**config.mk**
```make
export PLATFORM = sky130hd
export DESIGN_NAME = event_irq_ctrl
export DESIGN_NICKNAME = d
export VERILOG_FILES = /design/src/rtl/event_irq_ctrl.sv
export SDC_FILE = /design/constraint.sdc
export NUM_CORES = 1
export LEC_CHECK = 0
export BUFFER_PORTS_ARGS = -buffer_cell sky130_fd_sc_hd__buf_2
export CAP_MARGIN = 20
export CELL_PAD_IN_SITES_DETAIL_PLACEMENT = 1
export CELL_PAD_IN_SITES_GLOBAL_PLACEMENT = 2
export CORE_ASPECT_RATIO = 0.7
export CORE_MARGIN = 4
export CORE_UTILIZATION = 23
export DETAILED_ROUTE_END_ITERATION = 7
export PLACE_DENSITY_LB_ADDON = 0.12
export SLEW_MARGIN = 40
export SYNTH_ARGS = -nofsm -noshare
export SYNTH_HDL_FRONTEND = slang
export SYNTH_SLANG_ARGS = --single-unit
```
**constraint.sdc**
```tcl
create_clock -name clk -period 2.8 [get_ports clk]
set_input_delay 0.14 -clock clk [delete_from_list [all_inputs] [get_ports clk]]
set_output_delay 0.14 -clock clk [all_outputs]
set_load 0.01 [all_outputs]
```
**src/rtl/event_irq_ctrl.sv**
```systemverilog
// Event latch and IRQ/NMI mask block behind the event generator core, with PAR register access.
// Optional NMI mask and line are built when EVENT_IRQ_CTRL_NMI_EN is defined.
module event_irq_ctrl #(
  parameter int NUM_EVENTS      = 8,
  parameter int PAR_AW          = 12,
  parameter int PAR_DW          = 32,
  parameter int PAR_WW          = 4,
  parameter int EVENT_BASE      = 'h100,
  parameter int IRQ_ENABLE_ADDR = 'h300,
  parameter int IRQ_SET_ADDR    = 'h304,
  parameter int IRQ_CLR_ADDR    = 'h308,
  parameter int NMI_ENABLE_ADDR = 'h320,
  parameter int NMI_SET_ADDR    = 'h324,
  parameter int NMI_CLR_ADDR    = 'h328
) (
  input  logic                  clk,
  input  logic                  rst,
  input  logic [NUM_EVENTS-1:0] eventPulse,
  input  logic [PAR_AW-1:0]     parAddr,
  input  logic                  parWrEn,
  input  logic [PAR_DW-1:0]     parWData,
  input  logic [PAR_WW-1:0]     parWStrb,
  input  logic                  parRdEn,
  output logic [PAR_DW-1:0]     parRData,
  output logic                  parRValid,
  output logic                  irq,
  output logic                  nmi,
  output logic [NUM_EVENTS-1:0] eventState
);

  localparam int EW = NUM_EVENTS;

  function automatic logic [PAR_AW-1:0] eventAddr(input int idx);
    return PAR_AW'(EVENT_BASE + idx * 32'sd4);
  endfunction

  // Plain-load / set / clear update of an enable mask, restricted to strobed lanes.
  function automatic logic [EW-1:0] maskWrite(input logic [EW-1:0] cur, input logic ld,
                                              input logic st, input logic cl,
                                              input logic [EW-1:0] d, input logic [EW-1:0] m);
    if (ld) begin
      return (cur & ~m) | (d & m);
    end else if (st) begin
      return cur | (d & m);
    end else if (cl) begin
      return cur & ~(d & m);
    end else begin
      return cur;
    end
  endfunction

  logic [EW-1:0]     events_r;
  logic [EW-1:0]     irqEn_r;
  logic              irq_r;
  logic [PAR_DW-1:0] parRData_r;
  logic              parRValid_r;

  logic [EW-1:0]     eventsNext_s;
  logic [EW-1:0]     irqEnNext_s;
  logic [EW-1:0]     evHit_s;
  logic [EW-1:0]     evMask_s;
  logic [EW-1:0]     wData_s;
  logic [PAR_DW-1:0] rdData_s;
  logic              unusedBits_s;

  assign wData_s = parWData[EW-1:0];

  // Address decode of EVENTS registers and byte-lane mask for enable bits.
  always_comb begin
    evHit_s  = {EW{1'b0}};
    evMask_s = {EW{1'b0}};
    for (int i = 0; i < EW; i++) begin
      evHit_s[i]  = (parAddr == eventAddr(i));
      evMask_s[i] = parWStrb[i / 8];
    end
  end

  // Sticky event bits: software write first, then a hardware pulse overrides a clear.
  always_comb begin
    eventsNext_s = events_r;
    for (int i = 0; i < EW; i++) begin
      if (parWrEn && parWStrb[0] && evHit_s[i]) begin
        eventsNext_s[i] = parWData[0] | eventPulse[i];
      end else begin
        eventsNext_s[i] = events_r[i] | eventPulse[i];
      end
    end
  end

  // IRQ enable mask next state.
  always_comb begin
    irqEnNext_s = maskWrite(irqEn_r,
                            parWrEn && (parAddr == PAR_AW'(IRQ_ENABLE_ADDR)),
                            parWrEn && (parAddr == PAR_AW'(IRQ_SET_ADDR)),
                            parWrEn && (parAddr == PAR_AW'(IRQ_CLR_ADDR)),
                            wData_s, evMask_s);
  end

`ifdef EVENT_IRQ_CTRL_NMI_EN
  logic [EW-1:0] nmiEn_r;
  logic [EW-1:0] nmiEnNext_s;
  logic          nmi_r;

  // NMI enable mask next state.
  always_comb begin
    nmiEnNext_s = maskWrite(nmiEn_r,
                            parWrEn && (parAddr == PAR_AW'(NMI_ENABLE_ADDR)),
                            parWrEn && (parAddr == PAR_AW'(NMI_SET_ADDR)),
                            parWrEn && (parAddr == PAR_AW'(NMI_CLR_ADDR)),
                            wData_s, evMask_s);
  end

  // NMI mask and registered NMI line.
  always_ff @(posedge clk) begin
    if (rst) begin
      nmiEn_r <= {EW{1'b0}};
      nmi_r   <= 1'b0;
    end else begin
      nmiEn_r <= nmiEnNext_s;
      nmi_r   <= |(eventsNext_s & nmiEnNext_s);
    end
  end

  assign nmi          = nmi_r;
  assign unusedBits_s = ^{parWData, parWStrb};
`else
  assign nmi          = 1'b0;
  assign unusedBits_s = ^{parWData, parWStrb, PAR_AW'(NMI_ENABLE_ADDR),
                          PAR_AW'(NMI_SET_ADDR), PAR_AW'(NMI_CLR_ADDR)};
`endif

  // Read mux, sampled from current register state (read-before-write).
  always_comb begin
    rdData_s = {PAR_DW{1'b0}};
    case (parAddr)
      PAR_AW'(IRQ_ENABLE_ADDR),
      PAR_AW'(IRQ_SET_ADDR),
      PAR_AW'(IRQ_CLR_ADDR): rdData_s = PAR_DW'(irqEn_r);
`ifdef EVENT_IRQ_CTRL_NMI_EN
      PAR_AW'(NMI_ENABLE_ADDR),
      PAR_AW'(NMI_SET_ADDR),
      PAR_AW'(NMI_CLR_ADDR): rdData_s = PAR_DW'(nmiEn_r);
`endif
      default:               rdData_s = PAR_DW'(|(evHit_s & events_r));
    endcase
  end

  // Event, IRQ mask, IRQ line and read response registers.
  always_ff @(posedge clk) begin
    if (rst) begin
      events_r    <= {EW{1'b0}};
      irqEn_r     <= {EW{1'b0}};
      irq_r       <= 1'b0;
      parRData_r  <= {PAR_DW{1'b0}};
      parRValid_r <= 1'b0;
    end else begin
      events_r    <= eventsNext_s;
      irqEn_r     <= irqEnNext_s;
      irq_r       <= |(eventsNext_s & irqEnNext_s);
      parRData_r  <= parRdEn ? rdData_s : {PAR_DW{1'b0}};
      parRValid_r <= parRdEn;
    end
  end

  assign parRData   = parRData_r;
  assign parRValid  = parRValid_r;
  assign irq        = irq_r;
  assign eventState = events_r;

endmodule

```
==> run_summary.xml <==
<?xml version="1.0" encoding="UTF-8"?>
<metrics>
  <group name="outcome">
    <metric name="status" unit="">finished, final reports clean</metric>
  </group>
  <group name="critical_path">
    <metric name="worst-endpoint-required" unit="ns">2.96</metric>
    <metric name="critPathMaxFanout" unit="">8</metric>
    <metric name="worst_setup_path_type" unit="">input port to flop</metric>
    <metric name="arrival" unit="ns">2.01</metric>
    <metric name="crit_path_max_incr_delay" unit="ns">0.49</metric>
    <metric name="crit_path_end_kind" unit="">flop</metric>
    <metric name="critical_path.startpoint_type" unit="">input port</metric>
    <metric name="worstPathCellList" unit="">buf_2 &gt; nor4_4 &gt; and4b_1 &gt; o21ai_0 &gt; a22o_1 &gt; a22oi_1 &gt; a41oi_2</metric>
    <metric name="worst_path_max_delay_cell" unit="">sky130_fd_sc_hd__nor4_4</metric>
  </group>
  <group name="clock_network">
    <metric name="numClockSinks" unit="">26</metric>
    <metric name="cts_hold_buffers" unit="">0</metric>
    <metric name="post_cts.resized_instances" unit="">0</metric>
    <metric name="tritoncts" unit="">yes</metric>
    <metric name="clock_buffer_depth" unit="">2</metric>
    <metric name="clockRootBuffer" unit="">sky130_fd_sc_hd__clkbuf_8</metric>
    <metric name="post-cts-setup-buffers" unit="">0</metric>
    <metric name="numCtsBuffers" unit="">3</metric>
    <metric name="cts_h_tree_lvls" unit="">1</metric>
    <metric name="cts.clk_slew.worst_paths" unit="ns">0.10</metric>
    <metric name="clk-insertion-delay-late" unit="ns">0.28</metric>
  </group>
  <group name="grt">
    <metric name="grt_max_degree" unit="">19</metric>
    <metric name="use_met3" unit="">0.0403</metric>
    <metric name="track_usage" unit="">0.119</metric>
    <metric name="grt_pass1_vias" unit="">1300</metric>
    <metric name="grt_pass1_wl" unit="µm">6990</metric>
    <metric name="grt_use_met2" unit="">0.191</metric>
    <metric name="global_route.peak_usage_layer" unit="">met2</metric>
    <metric name="antenna_found_initial" unit="">0</metric>
    <metric name="overflow_after_grt" unit="">0</metric>
    <metric name="grtUsageMet1" unit="">0.161</metric>
  </group>
  <group name="place">
    <metric name="placement.io_buffers" unit="">50</metric>
    <metric name="dp.final_hpwl" unit="µm">3560</metric>
    <metric name="gpl.final_weighted_congestion" unit="">0.764</metric>
    <metric name="dpl_worst_slack" unit="ns">0.638</metric>
  </group>
  <group name="route">
    <metric name="first_iter_violations" unit="">21</metric>
    <metric name="route.vias.total" unit="">1219</metric>
    <metric name="antenna_violating_nets_post_route" unit="">0</metric>
    <metric name="drcViolationCount" unit="">0</metric>
    <metric name="finalWirelength" unit="µm">4340</metric>
    <metric name="detail_route.vias_per_cell" unit="">4.42</metric>
    <metric name="detailedRoute.firstPassIterationCount" unit="">4</metric>
    <metric name="drt-wirelength-per-cell" unit="µm">15.7</metric>
  </group>
  <group name="run">
    <metric name="drv_cap" unit="">0</metric>
  </group>
  <group name="timing">
    <metric name="max_clock_freq" unit="MHz">538</metric>
    <metric name="tightest_slew" unit="ns">0.551</metric>
    <metric name="layout_setup_ws" unit="ns">0.942</metric>
    <metric name="final.setup.tns" unit="ns">0</metric>
    <metric name="finClkSkew" unit="ns">0.00681</metric>
    <metric name="rsz0062_at_grt" unit="">no</metric>
    <metric name="final_slew_violations" unit="">0</metric>
    <metric name="fin_crit" unit="ns">1.86</metric>
    <metric name="finalSetupViolations" unit="">0</metric>
    <metric name="final_hold_viol_count" unit="">0</metric>
    <metric name="max-slew-margin-rel" unit="">0.631</metric>
    <metric name="final.period_utilization" unit="">0.664</metric>
  </group>
  <group name="yosys">
    <metric name="ys_types" unit="">32</metric>
    <metric name="synth_cells" unit="">152</metric>
    <metric name="seq_area_frac_synth" unit="">0.360</metric>
    <metric name="post_synth.cell_area_avg" unit="µm²">9.52</metric>
    <metric name="yosys_register_bits" unit="">26</metric>
    <metric name="yosys_warnings" unit="">0</metric>
    <metric name="syn_area" unit="µm²">1450</metric>
  </group>
  <group name="die">
    <metric name="placementRows" unit="">23</metric>
    <metric name="die_area" unit="µm²">7640</metric>
    <metric name="core" unit="µm²">5900</metric>
    <metric name="die-width" unit="µm">103</metric>
    <metric name="design.portCount" unit="">103</metric>
    <metric name="die_height" unit="µm">74.3</metric>
    <metric name="floorplan.initialDensity" unit="">0.245</metric>
  </group>
  <group name="finish">
    <metric name="final_cell_mix" unit="">sky130_fd_sc_hd__buf_2, sky130_fd_sc_hd__dfxtp_1, sky130_fd_sc_hd__conb_1, sky130_fd_sc_hd__nor2b_1, sky130_fd_sc_hd__nor2_1</metric>
    <metric name="number_of_antenna_repair_diodes" unit="">0</metric>
    <metric name="area.growth.synth_to_final" unit="%">20.0</metric>
    <metric name="drive_gt1_frac" unit="">0.338</metric>
    <metric name="mostFrequentLayoutCell" unit="">sky130_fd_sc_hd__buf_2</metric>
    <metric name="design.final.nets" unit="">262</metric>
  </group>
  <group name="power_and_ir_drop">
    <metric name="netSwitchingPower" unit="µW">201</metric>
    <metric name="cellInternalPower" unit="µW">548</metric>
    <metric name="share_of_power_burned_in_registers" unit="">0.515</metric>
    <metric name="power.clock.fraction" unit="">0.338</metric>
    <metric name="combinational_group_share_of_total_power" unit="">0.147</metric>
    <metric name="power.leakage" unit="nW">0.783</metric>
    <metric name="vdd_drop_max" unit="mV">0.204</metric>
    <metric name="netSwitchingFraction" unit="">0.268</metric>
    <metric name="power.density" unit="nW/µm²">431</metric>
  </group>
  <group name="hold_path">
    <metric name="worst_hold_path_class" unit="">input port to flop</metric>
  </group>
</metrics>
layout make-up:
type | count | area, µm²
Sequential cell | 26 | 520
Multi-Input combinational cell | 115 | 790
Clock buffer | 4 | 55.1
Inverter | 5 | 18.8
Timing Repair Buffer | 51 | 258
Fill cell | 720 | 4160
Tap cell | 75 | 93.8
worst max-delay path: cells and delay by family:
kind                   cells  cell delay, ns
and+or+nand+nor            2            0.98
buffers and inverters      1            0.12
AOI/OAI and AO/OA          4            0.78
stage by stage:
step / util / cell area, µm² / std cells / hold slack, ns / power [mW]
global route: 0.294 / 1740 / 276 / 0.130 / 0.785
global placement: 0.284 / 1680 / 272 / 0.420 / 0.502
detailed placement: 0.284 / 1680 / 272 / 0.418 / 0.504
floorplan: - / 1540 / 176 / 0.212 / 0.476
finish: 0.294 / 1740 / 276 / 0.131 / 0.749
CTS: 0.293 / 1730 / 276 / 0.128 / 0.756
cell families after synthesis:
family                 Yosys count  synth area share
AND/OR/NAND/NOR                 55             0.260
buffers and inverters           35             0.160
AO/OA/AOI/OAI                   33             0.186
flip-flops                      26             0.360
multiplexers                     2            0.0311
other                            1           0.00259
per-layer routing:
layer	routed length [µm]	share of wire
met4	17	0.0039
met5	0	0
met2	1850	0.43
met3	411	0.095
met1	2060	0.48
flip-flops by register name, indices dropped and copies added (netlist names):
signal      flops
eventState      8
parRValid       1
irq             1
irqEn_r         8
parRData        8
Yosys cell counts:
cell | instances | area, µm²
sky130_fd_sc_hd__buf_4 | 26 | 195
sky130_fd_sc_hd__dfxtp_1 | 26 | 521
sky130_fd_sc_hd__nor2b_1 | 19 | 119
sky130_fd_sc_hd__nor2_1 | 9 | 33.8
sky130_fd_sc_hd__a22o_1 | 8 | 70.1
sky130_fd_sc_hd__and2_1 | 7 | 43.8
sky130_fd_sc_hd__a211o_1 | 6 | 52.6
sky130_fd_sc_hd__nand4_1 | 6 | 37.5
sky130_fd_sc_hd__o21ai_0 | 6 | 30.0
sky130_fd_sc_hd__inv_1 | 5 | 18.8
sky130_fd_sc_hd__nand2_1 | 4 | 15.0
sky130_fd_sc_hd__o21ai_1 | 3 | 15.0
sky130_fd_sc_hd__a22oi_1 | 2 | 15.0
sky130_fd_sc_hd__a22oi_2 | 2 | 25.0
sky130_fd_sc_hd__buf_2 | 2 | 10.0
sky130_fd_sc_hd__clkbuf_1 | 2 | 7.51
sky130_fd_sc_hd__mux4_2 | 2 | 45.0
sky130_fd_sc_hd__nor4bb_1 | 2 | 20.0
sky130_fd_sc_hd__o311ai_0 | 2 | 17.5
sky130_fd_sc_hd__a22o_2 | 1 | 10.0
sky130_fd_sc_hd__a32oi_1 | 1 | 8.76
sky130_fd_sc_hd__a41oi_2 | 1 | 16.3
sky130_fd_sc_hd__and4b_1 | 1 | 10.0
sky130_fd_sc_hd__conb_1 | 1 | 3.75
sky130_fd_sc_hd__nand2_2 | 1 | 6.26
sky130_fd_sc_hd__nand3_1 | 1 | 5.00
sky130_fd_sc_hd__nor3b_1 | 1 | 7.51
sky130_fd_sc_hd__nor3b_4 | 1 | 18.8
sky130_fd_sc_hd__nor4_4 | 1 | 21.3
sky130_fd_sc_hd__nor4b_2 | 1 | 15.0
sky130_fd_sc_hd__nor4b_4 | 1 | 23.8
sky130_fd_sc_hd__o21ai_2 | 1 | 8.76
power by group through the flow:
stage	sequential, mW	combinational [mW]	clock, mW
after global placement	0.394	0.107	0
after CTS	0.386	0.110	0.260
after global routing	0.387	0.124	0.274
after floorplan	0.397	0.0796	0
after detailed placement	0.395	0.110	0
final	0.386	0.110	0.253
path summary, 6_finish.rpt:
path	to	slack (ns)	cells past startpoint	startpoint
worst min-delay path	parRValid	0.13	2	parRdEn
worst max-delay path	irq	0.94	7	parAddr[4]
worst max register to register	parRData[0]	1.41	4	eventState[7]
worst min register to register	parRData[3]	0.47	1	irqEn_r[3]
Power figures use the tool's default switching activity.
